[src/rtl/clk_meas.sv]
// Measures period and high time of a slow clock clk_s_i in clk_i cycles.
// Define CLK_MEAS_SYNC_EN when clk_s_i is asynchronous to clk_i (adds a synchronizer stage).
module clk_meas #(
    parameter int CW = 10
) (
    input  logic          clk_i,
    input  logic          rst_i,
    input  logic          en_i,
    input  logic          clk_s_i,
    output logic [CW-1:0] period_o,
    output logic [CW-1:0] high_o,
    output logic          valid_o,
    output logic          stable_o,
    output logic          err_o
);

    typedef enum logic [1:0] {IDLE, SYNC, MEAS} state_t;

    localparam logic [CW-1:0] CMAX = '1;

    state_t        state, state_nxt;
    logic          s_q, s_d;
    logic          rise, tmo, capture;
    logic [CW-1:0] cnt, hcnt;

`ifdef CLK_MEAS_SYNC_EN
    // meta and s_q form the two-flop synchronizer; s_q is its settled output
    logic meta;

    always_ff @(posedge clk_i) begin
        if (rst_i) begin
            meta <= 1'b0;
            s_q  <= 1'b0;
        end else begin
            meta <= clk_s_i;
            s_q  <= meta;
        end
    end
`else
    always_ff @(posedge clk_i) begin
        if (rst_i) s_q <= 1'b0;
        else       s_q <= clk_s_i;
    end
`endif

    always_ff @(posedge clk_i) begin
        if (rst_i) s_d <= 1'b0;
        else       s_d <= s_q;
    end

    assign rise    = s_q & ~s_d;
    // a rise landing on the saturated count still closes a valid period
    assign tmo     = (state == MEAS) && (cnt == CMAX) && !rise;
    assign capture = en_i && (state == MEAS) && rise;

    always_ff @(posedge clk_i) begin
        if (rst_i) state <= IDLE;
        else       state <= state_nxt;
    end

    always_comb begin
        state_nxt = state;
        if (!en_i) begin
            state_nxt = IDLE;
        end else begin
            case (state)
                IDLE:    state_nxt = SYNC;
                SYNC:    if (rise) state_nxt = MEAS;
                MEAS:    if (tmo)  state_nxt = SYNC;
                default: state_nxt = IDLE;
            endcase
        end
    end

    always_ff @(posedge clk_i) begin
        if (rst_i || state == IDLE || !en_i) begin
            cnt  <= '0;
            hcnt <= '0;
        end else if (rise) begin
            cnt  <= CW'(1);
            hcnt <= CW'(1);
        end else begin
            if (cnt != CMAX)         cnt  <= cnt + CW'(1);
            if (s_q && hcnt != CMAX) hcnt <= hcnt + CW'(1);
        end
    end

    always_ff @(posedge clk_i) begin
        if (rst_i) begin
            period_o <= '0;
            high_o   <= '0;
            valid_o  <= 1'b0;
            stable_o <= 1'b0;
            err_o    <= 1'b0;
        end else begin
            valid_o <= 1'b0;
            if (!en_i) begin
                stable_o <= 1'b0;
                err_o    <= 1'b0;
            end else if (capture) begin
                period_o <= cnt;
                high_o   <= hcnt;
                valid_o  <= 1'b1;
                stable_o <= (cnt == period_o);
            end else if (tmo) begin
                err_o    <= 1'b1;
                stable_o <= 1'b0;
            end
        end
    end

endmodule

[config.mk]
export PLATFORM = sky130hd
export DESIGN_NAME = clk_meas
export DESIGN_NICKNAME = d
export VERILOG_FILES = /design/src/rtl/clk_meas.sv
export SDC_FILE = /design/constraint.sdc
export NUM_CORES = 1
export LEC_CHECK = 0
export CORE_MARGIN = 10
export CORE_UTILIZATION = 30
export DETAILED_ROUTE_END_ITERATION = 8
export PLACE_DENSITY = 0.6
export SYNTH_ARGS = -nofsm -noshare
export SYNTH_HDL_FRONTEND = slang
export SYNTH_SLANG_ARGS = --single-unit
[constraint.sdc]
create_clock -name clk_i -period 1.92 [get_ports clk_i]
set_clock_uncertainty 0.05 [all_clocks]
set_input_delay 0.384 -clock clk_i [delete_from_list [all_inputs] [get_ports clk_i]]
set_output_delay 0.384 -clock clk_i [all_outputs]
set_load 0.05 [all_outputs]
# [Yosys cells after proc, flatten, opt, wreduce, memory -nomap -nowiden]
# Index checks and enable logic that the tools add are counted.
[totals] reg_bits=47 input_bits=4 out_inout_bits=23 wordCells=54
[classes] n_addsub=2 bitwise=4 n_eq_ne=8 muxes=10 reduce_logical=18
[ops] operator="10-bit by 1-bit adder with 10-bit output, second input constant" count=2
[ops] operator="10-bit != test, second input constant" count=2
[ops] operator="10-bit == test" count=1
[ops] operator="10-bit == test, second input constant" count=1
[ops] operator="1-bit two-way mux" count=7
[ops] operator="2-bit case mux with 3 select lines" count=1
[ops] operator="2-bit AND reduction" count=3
[ops] operator="2-bit nonzero test" count=3
[ops] operator="1-bit logical AND" count=5
[ops] operator="2-bit two-way mux" count=2
[ops] operator="2-bit != test, second input constant" count=2
[ops] operator="2-bit OR reduction" count=2
[ops] operator="1-bit NOT" count=3
[ops] operator="2-bit by 1-bit == test with 1-bit output, second input constant" count=1
[ops] operator="2-bit == test, second input constant" count=1
[ops] operator="1-bit zero test" count=2
[ops] operator="2-bit zero test" count=1
[ops] operator="1-bit logical OR" count=2
[ops] operator="1-bit AND" count=1

# [Longest topological paths before layout]
# Gate-level depths: netlist of the first run.
[depth] word_depth=6 depth_mapped=6 mapped_depth_nobuf=5

# [Least setup slack after synthesis of the first run]
# Ideal clock, no wire load.
[synth_path] path_type="register to register" startpoint="reg cnt[0]" endpoint="reg stable_o" n_path_buf=0 path_slack_ps=362 t_required_ps=1754 stages_incl_launch_ff=6 setup_ps=116 synth_period_minus_slack_ps=1558 arrival_ps=1392 cell_sequence="dfxtp_1 ha_1 nand2_1 nor3_2 nand3_1 a41o_1"
[synth_between] elab_chain_cells=4 elab_cells_between_ends=6 classes_between="eq/ne: 2; mux: 1; reduce/logical: 3"
[synth_lines] element="from (decl)" line_no="24" text="logic [CW-1:0] cnt, hcnt;"
[synth_lines] element="from (signal assigned)" line_no="83" text="if (cnt != CMAX) cnt <= cnt + CW'(1);"
[synth_lines] element="10-bit == test" line_no="53" text="assign tmo = (state == MEAS) && (cnt == CMAX) && !rise;"
[synth_lines] element="1-bit logical AND (2 in a row)" line_no="53"
[synth_lines] element="2-bit nonzero test (no line)"
[synth_lines] element="to (signal assigned)" line_no="104" text="stable_o <= (cnt == period_o);"
[synth_lines] element="to (decl)" line_no="13" text="output logic stable_o,"
# Parallel ways exist; a longest one is shown, timed or not.
# A chain may end at the register's enable or synchronous reset.

# [Final worst setup path of the first run]
[layout_path] startpoint="reg valid_o" endpoint="out valid_o"
[layout_rtl] element="from (decl)" line_no="12" text="output logic valid_o,"
[layout_rtl] element="from (signal assigned)" line_no="92" text="valid_o <= 1'b0;"
[layout_rtl] element="from (signal assigned)" line_no="96" text="valid_o <= 1'b0;"
[layout_rtl] element="from (signal assigned)" line_no="103" text="valid_o <= 1'b1;"
# No word-level cell between the ends.

==> reports/results.tsv, run 1 <==
stage	metric	value	unit
outcome	outcome	completed	
setup_path	cp.arrival	1400	ps
clock_tree	post_cts_buffers	0	
placement	dp_hpwl	3.37	mm
sta	drv_slew	0	
floorplanning	initial_core_util	30.8	%
hold_path	worstHoldStart	err_o$_SDFFE_PP0P_	
sta	rsz0062_at_grt	false	
clock_tree	cts.reportedPaths.clkPinSlew	80	ps
setup_path	worst_path_dominant_cell_family	buffers and inverters	
synthesis	netlist_area	0.00208	mm²
synthesis	ys.flop_type	dfxtp_1	
synthesis	post_synth_main_area_contributors	dfxtp_1 45%, mux2i_1 10%, nor2_1 6.7%, xnor2_1 5.0%, nand3_1 2.6%	
placement	dp_cells	334	
setup_path	required	1490	ps
detailed_routing	wl_per_cell	13.4	µm
synthesis	postSynthAreaPerCell	9.14	µm²
layout	area_delta_synth_final	21.0	%
detailed_routing	drc	0	
clock_tree	clk_latency	300	ps
detailed_routing	vias	1674	
placement	globalplace.congestion	0.780	
floorplanning	dieArea	0.0107	mm²
floorplanning	die_h	103	µm
grt	grtUsageTotal	9.20	%
placement	dp_slack	-5.87	ps
setup_path	worstPathCellList	clkdlybuf4s50_1	
synthesis	synth_nets	234	
run	max-cap-violations	0	
clock_tree	cts_num_sinks	47	
clock_tree	clk_path_buf_depth	2	
detailed_routing	postRouteAntennaNets	0	
layout	fin_cells	342	
power	p_comb_share	3.0	%
synthesis	synth_warnings	0	
setup_path	cp_slowest_cell	clkdlybuf4s50_1	
clock_tree	cts_tree	done	
detailed_routing	initialDrtViolationCount	56	
sta	worst_slack	85.5	ps
clock_tree	post_cts_resized	0	
grt	antenna_found_initial	0	
synthesis	ys_seq_area_share	45.2	%
setup_path	slowest_delay	790	ps
power	p_sw	0.000360	W
floorplanning	rows	30	
sta	slew_headroom	67.0	%
sta	setup_viol	0	
setup_path	crit_path_start	valid_o$_SDFF_PP0_	
floorplanning	ios	27	
power	p_per_area	670	mW/mm²
synthesis	synth_top_area_share	45.2	%
synthesis	synthCells	228	
clock_tree	cts_hold_buf	0	
sta	fin_crit_sh	95.5	%
setup_path	path_buf_inv	1	
power	switching_share	21.3	%
power	p_clk_share	38.8	%
placement	numPortBuffers	26	
sta	hold_violations	0	
grt	grt_max_degree	24	
hold_path	min_path_type	reg2reg	
power	cellInternalPower	0.00133	W
detailed_routing	wirelength	4.59	mm
floorplanning	core-area	0.00676	mm²
clock_tree	ctsHtreeMaxLevel	2	
power	power_frac_seq	58.2	%
synthesis	yosysMostFrequentCell	dfxtp_1	
detailed_routing	vias_per_cell	4.89	
grt	grt_pass1_vias	1630	
synthesis	yosys.area.top_type	dfxtp_1	
clock_tree	root_buffer	clkbuf_8	
clock_tree	cts_buffers	5	
synthesis	synth-edff-count	0	
floorplanning	die_x	103	µm
detailed_routing	first_pass_iters	4	
power	leakage	1.08	nW
setup_path	critPathKind	reg2out	
grt	grt-ovfl-total	0	
sta	tightest_slew	494	ps
layout	n_antenna_cell	0	
setup_path	path_max_fanout	1	
layout	drive_above_1_share	17.6	%
power	ir_drop	0.335	mV
setup_path	cp-start-kind	flop	
synthesis	synth-async-reset-ratio	0	%
sta	fmax	545	MHz
setup_path	r2r-start	hcnt[0]$_SDFFE_PP0P_	
grt	grt_pass1_wl	7.78	mm
synthesis	ys_top_cells_by_count	47 x dfxtp_1, 37 x nor2_1, 21 x mux2i_1	
synthesis	yosys_register_bits	47	
synthesis	ys_types	39	
setup_path	cp-end-kind	output pin	
sta	fin_crit	1830	ps
layout	fin_nets	267	
-- placed cells by master (no fill, tap or decap), drive strengths merged --
cell	netlist	routed
a211oi	4	4
a21oi	10	10
a22oi	1	1
a311oi	1	1
a31oi	1	1
a41o	1	1
and2	1	1
and3	5	5
and4	4	4
buf	9	35
clkbuf	4	8
clkdlybuf4s50	0	4
dfxtp	47	47
ha	2	2
inv	5	5
mux2i	21	21
nand2	7	7
nand2b	2	2
nand3	11	11
nand4	7	7
nand4b	1	1
nor2	37	37
nor2b	5	5
nor3	8	8
nor4	1	1
o2111ai	1	1
o211a	1	1
o211ai	2	2
o21ai	4	4
o311a	1	1
o31ai	2	2
or3	4	4
or4	2	2
xnor2	12	12
xor2	4	4
-- cell type report --
| type | instances | area [µm²] |
|---|---|---|
| tap | 80 | 100 |
| timing repair buffer | 39 | 303 |
| clock buffer | 8 | 100 |
| fill | 711 | 4240 |
| inverter | 5 | 18.8 |
| sequential | 47 | 941 |
| multi-input combinational | 163 | 1060 |
-- power groups by stage --
stage / Combinational [W] / Sequential (W) / Clock (W)
finish: 0.0000500 / 0.000982 / 0.000655
global route: 0.0000562 / 0.000983 / 0.000713
CTS: 0.0000514 / 0.000982 / 0.000674
detailed placement: 0.0000511 / 0.00101 / 0
global placement: 0.0000506 / 0.00101 / 0
floorplan: 0.0000266 / 0.00100 / 0
-- stage by stage --
step | utilization (%) | power [W] | setup TNS, ps | area (µm²) | hold WS, ps
6_report | 37.3 | 0.00169 | 0 | 2520 | 436
5_1_grt | 37.3 | 0.00175 | 0 | 2520 | 478
4_1_cts | 37.3 | 0.00171 | 0 | 2520 | 443
3_5_place_dp | 35.8 | 0.00106 | -5.87 | 2420 | 419
3_3_place_gp | 35.8 | 0.00106 | 0 | 2420 | 407
2_1_floorplan | - | 0.00103 | 0 | 2080 | 401
-- state kept, by name, summed over array words and instances (netlist names) --
signal / cells
err_o: 1
valid_o: 1
stable_o: 1
s_q: 1
high_o: 10
period_o: 10
state: 2
s_d: 1
cnt: 10
hcnt: 10
-- cells by family after synthesis --
family | Yosys count | share of synthesized area, %
XOR/XNOR | 16 | 6.73
AND/OR/NAND/NOR | 95 | 23.5
buffers and inverters | 18 | 4.08
flip-flops | 47 | 45.2
AO/OA/AOI/OAI | 29 | 9.19
multiplexers | 21 | 10.1
adder cells (fa/ha/maj) | 2 | 1.20
-- metal layers --
metal	wire length, µm	GRT usage (%)
met1	2040	10.5
met2	2270	15.7
met3	225	2.92
met4	54	3.53
met5	0	0
-- path summary, 6_finish.rpt --
kind                          end  cells after the start  slack (ps)
max                       valid_o                      1          90
min            err_o$_SDFFE_PP0P_                      2         440
max reg2reg  hcnt[9]$_SDFFE_PP0P_                      4         280
min reg2reg    err_o$_SDFFE_PP0P_                      2         440
Power figures use the tool's default switching activity.
==> run 2: changes to the inputs <==
--- a/config.mk
+++ b/config.mk
@@ -7,6 +7,7 @@
 export LEC_CHECK = 0
 export CORE_MARGIN = 10
 export CORE_UTILIZATION = 30
+export CTS_CLUSTER_SIZE = 30
 export DETAILED_ROUTE_END_ITERATION = 8
 export PLACE_DENSITY = 0.6
 export SYNTH_ARGS = -nofsm -noshare
==> results of run 2 <==
The final DEF is identical to that of run 1; final timing and power are the same.
==> run 3: changes to the inputs <==
--- a/config.mk
+++ b/config.mk
@@ -7,6 +7,7 @@
 export LEC_CHECK = 0
 export CORE_MARGIN = 10
 export CORE_UTILIZATION = 30
+export CTS_CLUSTER_DIAMETER = 150
 export CTS_CLUSTER_SIZE = 30
 export DETAILED_ROUTE_END_ITERATION = 8
 export PLACE_DENSITY = 0.6
==> results of run 3 <==
The final DEF is identical to that of run 1; final timing and power are the same.
